**src/rtl/gf180mcu_fd_sc_mcu7t5v0__idledet4_1.sv**
```systemverilog
// gf180mcu_fd_sc_mcu7t5v0__idledet4_1: synchronized NOR4 idle detector with idle counter and wake pulse
module gf180mcu_fd_sc_mcu7t5v0__idledet4_1 #(
    parameter int SYNC_STAGES = 2,
    parameter int IDLE_CYCLES = 8,
    parameter int CNT_W       = 4
) (
    input  logic             CLK,
    input  logic             RN,
    input  logic             A1,
    input  logic             A2,
    input  logic             A3,
    input  logic             A4,
    input  logic             E,
    output logic             ZN,
    output logic             IDLE,
    output logic             WAKE,
    output logic [CNT_W-1:0] CNT
);
    typedef enum logic [1:0] {S_ACTIVE, S_COUNT, S_IDLE} state_t;

    if (SYNC_STAGES < 2 || SYNC_STAGES > 4) begin : g_bad_sync
        $error("SYNC_STAGES must be 2..4");
    end
    if (CNT_W < 1 || IDLE_CYCLES < 1 || IDLE_CYCLES > (1 << CNT_W) - 1) begin : g_bad_idle
        $error("IDLE_CYCLES must be 1..2**CNT_W-1");
    end

    localparam logic [CNT_W-1:0] LAST = CNT_W'(IDLE_CYCLES - 1);
    localparam logic [CNT_W-1:0] FULL = CNT_W'(IDLE_CYCLES);
    localparam logic [CNT_W-1:0] ONE  = CNT_W'(1);

    logic [SYNC_STAGES-1:0] sync;
    logic                   raw;
    state_t                 state, state_n;
    logic [CNT_W-1:0]       cnt, cnt_n;
    logic                   wake, wake_n;

    assign raw = ~(A1 | A2 | A3 | A4);

    always_ff @(posedge CLK or negedge RN) begin
        if (!RN) begin
            sync  <= '0;
            state <= S_ACTIVE;
            cnt   <= '0;
            wake  <= 1'b0;
        end else begin
            sync  <= {sync[SYNC_STAGES-2:0], raw};
            state <= state_n;
            cnt   <= cnt_n;
            wake  <= wake_n;
        end
    end

    // All decisions use the synchronized ZN only, so raw glitches never bypass the chain
    always_comb begin
        state_n = state;
        cnt_n   = cnt;
        wake_n  = 1'b0;
        if (!E) begin
            state_n = S_ACTIVE;
            cnt_n   = '0;
        end else begin
            case (state)
                S_ACTIVE: begin
                    state_n = ZN ? (IDLE_CYCLES == 1 ? S_IDLE : S_COUNT) : S_ACTIVE;
                    cnt_n   = ZN ? ONE : '0;
                end
                S_COUNT: begin
                    state_n = !ZN ? S_ACTIVE : (cnt == LAST ? S_IDLE : S_COUNT);
                    cnt_n   = !ZN ? '0 : (cnt == LAST ? FULL : cnt + ONE);
                end
                S_IDLE: begin
                    state_n = ZN ? S_IDLE : S_ACTIVE;
                    cnt_n   = ZN ? cnt : '0;
                    wake_n  = !ZN;
                end
                default: begin
                    state_n = S_ACTIVE;
                    cnt_n   = '0;
                end
            endcase
        end
    end

    assign ZN   = sync[SYNC_STAGES-1];
    assign IDLE = (state == S_IDLE);
    assign WAKE = wake;
    assign CNT  = cnt;
endmodule

```
**config.mk**
```make
export PLATFORM = sky130hd
export DESIGN_NAME = gf180mcu_fd_sc_mcu7t5v0__idledet4_1
export DESIGN_NICKNAME = d
export VERILOG_FILES = /design/src/rtl/gf180mcu_fd_sc_mcu7t5v0__idledet4_1.sv
export SDC_FILE = /design/constraint.sdc
export NUM_CORES = 1
export LEC_CHECK = 0
export CELL_PAD_IN_SITES_DETAIL_PLACEMENT = 1
export CELL_PAD_IN_SITES_GLOBAL_PLACEMENT = 1
export CORE_AREA = 2 2 39 41
export CTS_BUF_LIST = sky130_fd_sc_hd__clkbuf_8
export CTS_CLUSTER_SIZE = 10
export DETAILED_ROUTE_END_ITERATION = 6
export DIE_AREA = 0 0 41 43
export GPL_ROUTABILITY_DRIVEN = 1
export PLACE_DENSITY_LB_ADDON = 0.1
export SLEW_MARGIN = 5
export SYNTH_ARGS = -nofsm -noshare
export SYNTH_HDL_FRONTEND = slang
export SYNTH_SLANG_ARGS = --single-unit
```
**constraint.sdc**
```tcl
create_clock -name CLK -period 3.62 [get_ports CLK]
set_input_delay 0.724 -clock CLK [delete_from_list [all_inputs] [get_ports CLK]]
set_output_delay 0.724 -clock CLK [all_outputs]
set_load 0.1 [all_outputs]
```
==> flow_summary.toml, run 1 <==
[sta]
finalClockSkew_ns = 0.000546
tightest_slew_ns = 0.981
finalSetupTns_ns = 0
fmax_mhz = 389
min_period_ns = 2.57
fin_crit_sh = 0.710
finalHoldViolCount = 0
rsz0062_at_grt = "no"
setup_viol = 0
slew-limit-headroom = 0.344
slew_violations = 0

[cts]
cts_tree = "built"
ctsHoldBuffers = 0
cts_setup_buffers = 0
htreeDepth = 1
numCtsBuffers = 3
cts_buffer_depth = 2
clk_pin_slew_ns = 0.04
cts_resized = 0
clock-sinks = 9
cts-root-buf = "clkbuf_8"
insertion_delay_ns = 0.23

[power]
leakagePower_uw = 0.000270
power_switching_uw = 46.7
ir_worst_vdd_mv = 0.197
switching_share = 0.204
p_seq_frac = 0.448
p_int_uw = 183
p_clk_frac = 0.491
combPwrFrac = 0.062
p_per_area_nw_per_um2 = 392

[layout]
layout_common_cells = "12 x clkdlybuf4s50_1, 9 x dfrtp_1, 3 x clkbuf_8"
fin_nets = 59
syn_to_final_growth_pct = 49.0
layout_commonest_cell = "clkdlybuf4s50_1"
diodes = 0
layout-drive-gt1-share = 0.140
layout.cell_area.non_filler_um2 = 586

[yosys]
synth_cell_type_count = 21
yosysSeqAreaShare = 0.573
synth_top_area_frac = 0.573
syn-num-nets = 41
yosys_warnings = 0
synth_area_leaders = "dfrtp_1 57%, a22oi_1 3.8%, ha_1 3.2%"
synth_largest_area_cell = "dfrtp_1"
mappedNetlistArea_um2 = 393
syn_area_per_cell_um2 = 11.9
syn-instance-count = 33
synth-seq-cells = 9

[setup_path]
crit_buf_inv = 1
cpLargestDelayFamily = "buffers and inverters"
crit_type = "reg2out"
cp_num_cells = 1
path_cells = "clkdlybuf4s50_1"
slowest_stage = "clkdlybuf4s50_1"
crit_arrival_ns = 1.85
reg2regPathDepth = 4
cpPeakStageDelay_ns = 1.18
cp-start-kind = "flip-flop"
cp.required_ns = 2.90
worstPathMaxFanout = 6
cp-end-kind = "output pin"

[routing]
via_count = 332
viasPerCell = 5.03
drc = 0
drtAntennaViolNets = 0
dr.pass1.iters = 4
wl_per_cell_um = 13.7
wirelength_um = 907
drt_iter0_drc = 3

[hold_path]
hp-class = "reg2reg"
hold-path-cell-count = 0

[job]
cap_violations = 0

[placement]
numPortBuffers = 13
dp_hpwl_um = 674
gp_congestion = 0.684
placed_area_um2 = 541

[global_routing]
grt.overflow.total = 0
grt_pass1_vias = 336
antenna_found_initial = 0
grt_pass1_wl_um = 1570
track_usage = 0.136
grt_max_degree = 10

[run_status]
outcome = "complete, no violations"

[floorplan]
fp.dieH_um = 43
die_w_um = 41
start_util = 0.284
coreArea_um2 = 1380
die_area_um2 = 1760
io_pins = 14
fp-row-count = 14
## routing by layer
metal | part of all wire | wire length, um | vias to the layer above | track usage
met5 | 0 | 0 | - | 0
met4 | 0 | 0 | 0 | 0.0800
met3 | 0.043 | 39 | 0 | 0.0471
met2 | 0.53 | 478 | 8 | 0.169
met1 | 0.43 | 389 | 168 | 0.197
li1 | - | - | 156 | -
## Yosys cell counts
library cell and number:
nand2_1 1, ha_1 1, a211oi_1 1, nand2b_1 1, nand2b_2 1, nand4_1 2
xor2_1 1, and4b_1 1, a21oi_2 1, a22oi_1 2, nor2_1 2, o21ba_1 1
inv_2 1, dfrtp_1 9, nor2b_1 2, nor4_1 1, a21oi_1 1, nand3b_1 1
a211o_1 1, nor3b_1 1, nor3_1 1
## flip-flops by register name, indices dropped and copies added (netlist names)
register,count
sync,2
WAKE,1
state,2
CNT,4
## area by class of cell
type | count | area [um2]
clock buffers | 3 | 41.3
clock inverters | 1 | 3.75
fillers | 161 | 798
inverters | 1 | 3.75
multi-input cells | 23 | 164
flip-flops and latches | 9 | 225
well taps | 16 | 20.0
repair buffers | 13 | 128
## worst paths after layout
check | start | end | slack, ns
max | CNT[2]$_DFFE_PN0P_ | CNT[2] | 1.05
max reg2reg | CNT[0]$_DFFE_PN0P_ | CNT[3]$_DFFE_PN0P_ | 2.36
min reg2reg | sync[0]$_DFF_PN0_ | sync[1]$_DFF_PN0_ | 0.35
min | sync[0]$_DFF_PN0_ | sync[1]$_DFF_PN0_ | 0.35
min in group asynchronous | RN | CNT[3]$_DFFE_PN0P_ | 0.79
max in group asynchronous | RN | CNT[1]$_DFFE_PN0P_ | 2.55
## per-stage QoR
stage / hold WS (ns) / setup WS, ns / util / power (uW) / cells
floorplan: 0.331 / 1.85 / - / 109 / 33
global placement: 0.335 / 1.32 / 0.391 / 118 / 62
detailed placement: 0.343 / 1.30 / 0.391 / 119 / 62
CTS: 0.354 / 1.04 / 0.423 / 237 / 66
global route: 0.370 / 0.999 / 0.423 / 240 / 66
finish: 0.350 / 1.05 / 0.423 / 229 / 66
## logic make-up after synthesis
| logic type | after synthesis | share of synthesized area |
|---|---|---|
| buf+inv | 1 | 0.00954 |
| simple gates | 14 | 0.223 |
| fa+ha+maj | 1 | 0.0318 |
| flops | 9 | 0.573 |
| xor+xnor | 1 | 0.0223 |
| compound gates | 7 | 0.140 |
## power groups by stage
stage               sequential, uW  combinational (uW)  clock, uW
global placement               104                14.2          0
CTS                            103                14.4        120
finish                         103                14.1        113
detailed placement             104                14.5          0
floorplan                      107                1.16          0
global route                   103                15.3        122
(Power assumes the default switching activity.)
==> run 2, diff against run 1 <==
Clock period 3.62 ns to 2.5 ns, I/O delays scaled along.
==> run 2 against run 1 <==
Effect of this change: core utilization is 1.1 points lower; global-route usage rose by 0.35 points; setup slack got worse by 0.30 ns; critical path depth is 2 higher; cell count did not move; wire length is 4.2% higher; first-iteration DRC count is 67% lower; power rose by 46%; sequential share of layout area increased by 1.0 points; cell area fell by 2.6%; sequential power increased by 45%; hold slack better by 0.018 ns.
==> flow_summary.toml, run 2 (same netlist as run 1, synthesis figures left out) <==
[cts]
numCtsBuffers = 3
clock-sinks = 9
insertion_delay_ns = 0.23
cts_tree = "built"
clk_pin_slew_ns = 0.05
ctsHoldBuffers = 0
cts_buffer_depth = 2
htreeDepth = 1
cts_resized = 0
cts_setup_buffers = 0
cts-root-buf = "clkbuf_8"

[layout]
layout_commonest_cell = "dfrtp_1"
syn_to_final_growth_pct = 45.2
regArea_um2 = 225
largest_reg_flops = 4
diodes = 0
fill_cells = 155
layout-drive-gt1-share = 0.260
final_util = 0.412
layout_common_cells = "9 x dfrtp_1, 7 x buf_4, 6 x clkdlybuf4s50_1"
multiInputGateArea_um2 = 164
fin_nets = 59

[setup_path]
crit_arrival_ns = 1.25
cp_num_cells = 3
worstPathMaxFanout = 6
crit_type = "reg2out"
crit_buf_inv = 2
r2r-start = "CNT[0]$_DFFE_PN0P_"
rrSetupSlack_ns = 1.24
cp-start-kind = "flip-flop"
cp.required_ns = 2.00
path_cells = "nand2b_2 > inv_2 > buf_4"
cpLargestDelayFamily = "flip-flops"
cp-end-kind = "output pin"
reg2regPathDepth = 4
slowest_stage = "dfrtp_1"
cpPeakStageDelay_ns = 0.41
r2r-end = "CNT[3]$_DFFE_PN0P_"

[routing]
wl_per_cell_um = 14.3
viasPerCell = 5.02
drtAntennaViolNets = 0
dr.pass1.iters = 2
wirelength_um = 945
drt_iter0_drc = 1
drc = 0
via_count = 331

[sta]
setup_viol = 0
fmax_mhz = 572
finalSetupTns_ns = 0
finalHoldViolCount = 0
rsz0062_at_grt = "no"
min_period_ns = 1.75
slew-limit-headroom = 0.710
finalClockSkew_ns = 0.000377
slew_violations = 0
tightest_slew_ns = 0.434
worst_hold_slack_ns = 0.368
fin_crit_sh = 0.699
setup_ws_ns = 0.752

[hold_path]
hold_end = "sync[1]$_DFF_PN0_"
hp-class = "reg2reg"
hold_start = "sync[0]$_DFF_PN0_"
hold-path-cell-count = 0

[placement]
dp_hpwl_um = 725
numPortBuffers = 13
gp_congestion = 0.710
dp_slack_ns = 0.985

[power]
p_per_area_nw_per_um2 = 586
ir_worst_vdd_mv = 0.380
leakagePower_uw = 0.000283

[global_routing]
track_usage = 0.140
grt_max_degree = 10
grt_pass1_vias = 331
grt.overflow.total = 0
grt_pass1_wl_um = 1630
antenna_found_initial = 0

[floorplan]
fp.dieH_um = 43
fp-row-count = 14
die_w_um = 41
die_area_um2 = 1760
coreArea_um2 = 1380
io_pins = 14
start_util = 0.284

[run_status]
outcome = "complete, no violations"

[job]
cap_violations = 0
==> run 2: worst reg2reg max path: cells and delay by family, from the launching register on <==
kind / cells / cell delay, ns
simple gates: 1 / 0.09
compound gates: 2 / 0.35
flops: 1 / 0.43
fa+ha+maj: 1 / 0.27
==> run 2: cell type report <==
type                    count  area share
clock buffers               3      0.0724
clock inverters             1     0.00658
multi-input cells          23       0.287
well taps                  16      0.0351
inverters                   1     0.00658
flip-flops and latches      9       0.395
repair buffers             13       0.197
==> run 2: metal layers <==
metal | global-route usage | vias to the layer above | part of all wire
li1 | - | 156 | -
met1 | 0.195 | 165 | 0.43
met2 | 0.200 | 10 | 0.52
met3 | 0.0471 | 0 | 0.052
met4 | 0.0400 | 0 | 0
met5 | 0 | - | 0
==> run 2: worst max path at each step <==
stage | startpoint | endpoint | slack (ns)
after floorplan | CNT[0]$_DFFE_PN0P_ | state[1]$_DFF_PN0_ | 0.73
after global placement | state[0]$_DFF_PN0_ | IDLE | 1.02
after detailed placement | state[0]$_DFF_PN0_ | IDLE | 0.99
after CTS | state[0]$_DFF_PN0_ | IDLE | 0.73
after global routing | state[0]$_DFF_PN0_ | IDLE | 0.68
final | state[0]$_DFF_PN0_ | IDLE | 0.75
==> run 2: metrics by stage <==
step	power (uW)	std cells	area (um2)
floorplan	157	33	393
global placement	171	62	526
detailed placement	172	62	526
CTS	340	66	571
global route	348	66	571
finish	334	66	571
==> run 2: power by group <==
| group | internal, uW | switching (uW) |
|---|---|---|
| Sequential | 147 | 1.22 |
| Clock | 107 | 57.9 |
| Combinational | 10.0 | 10.5 |
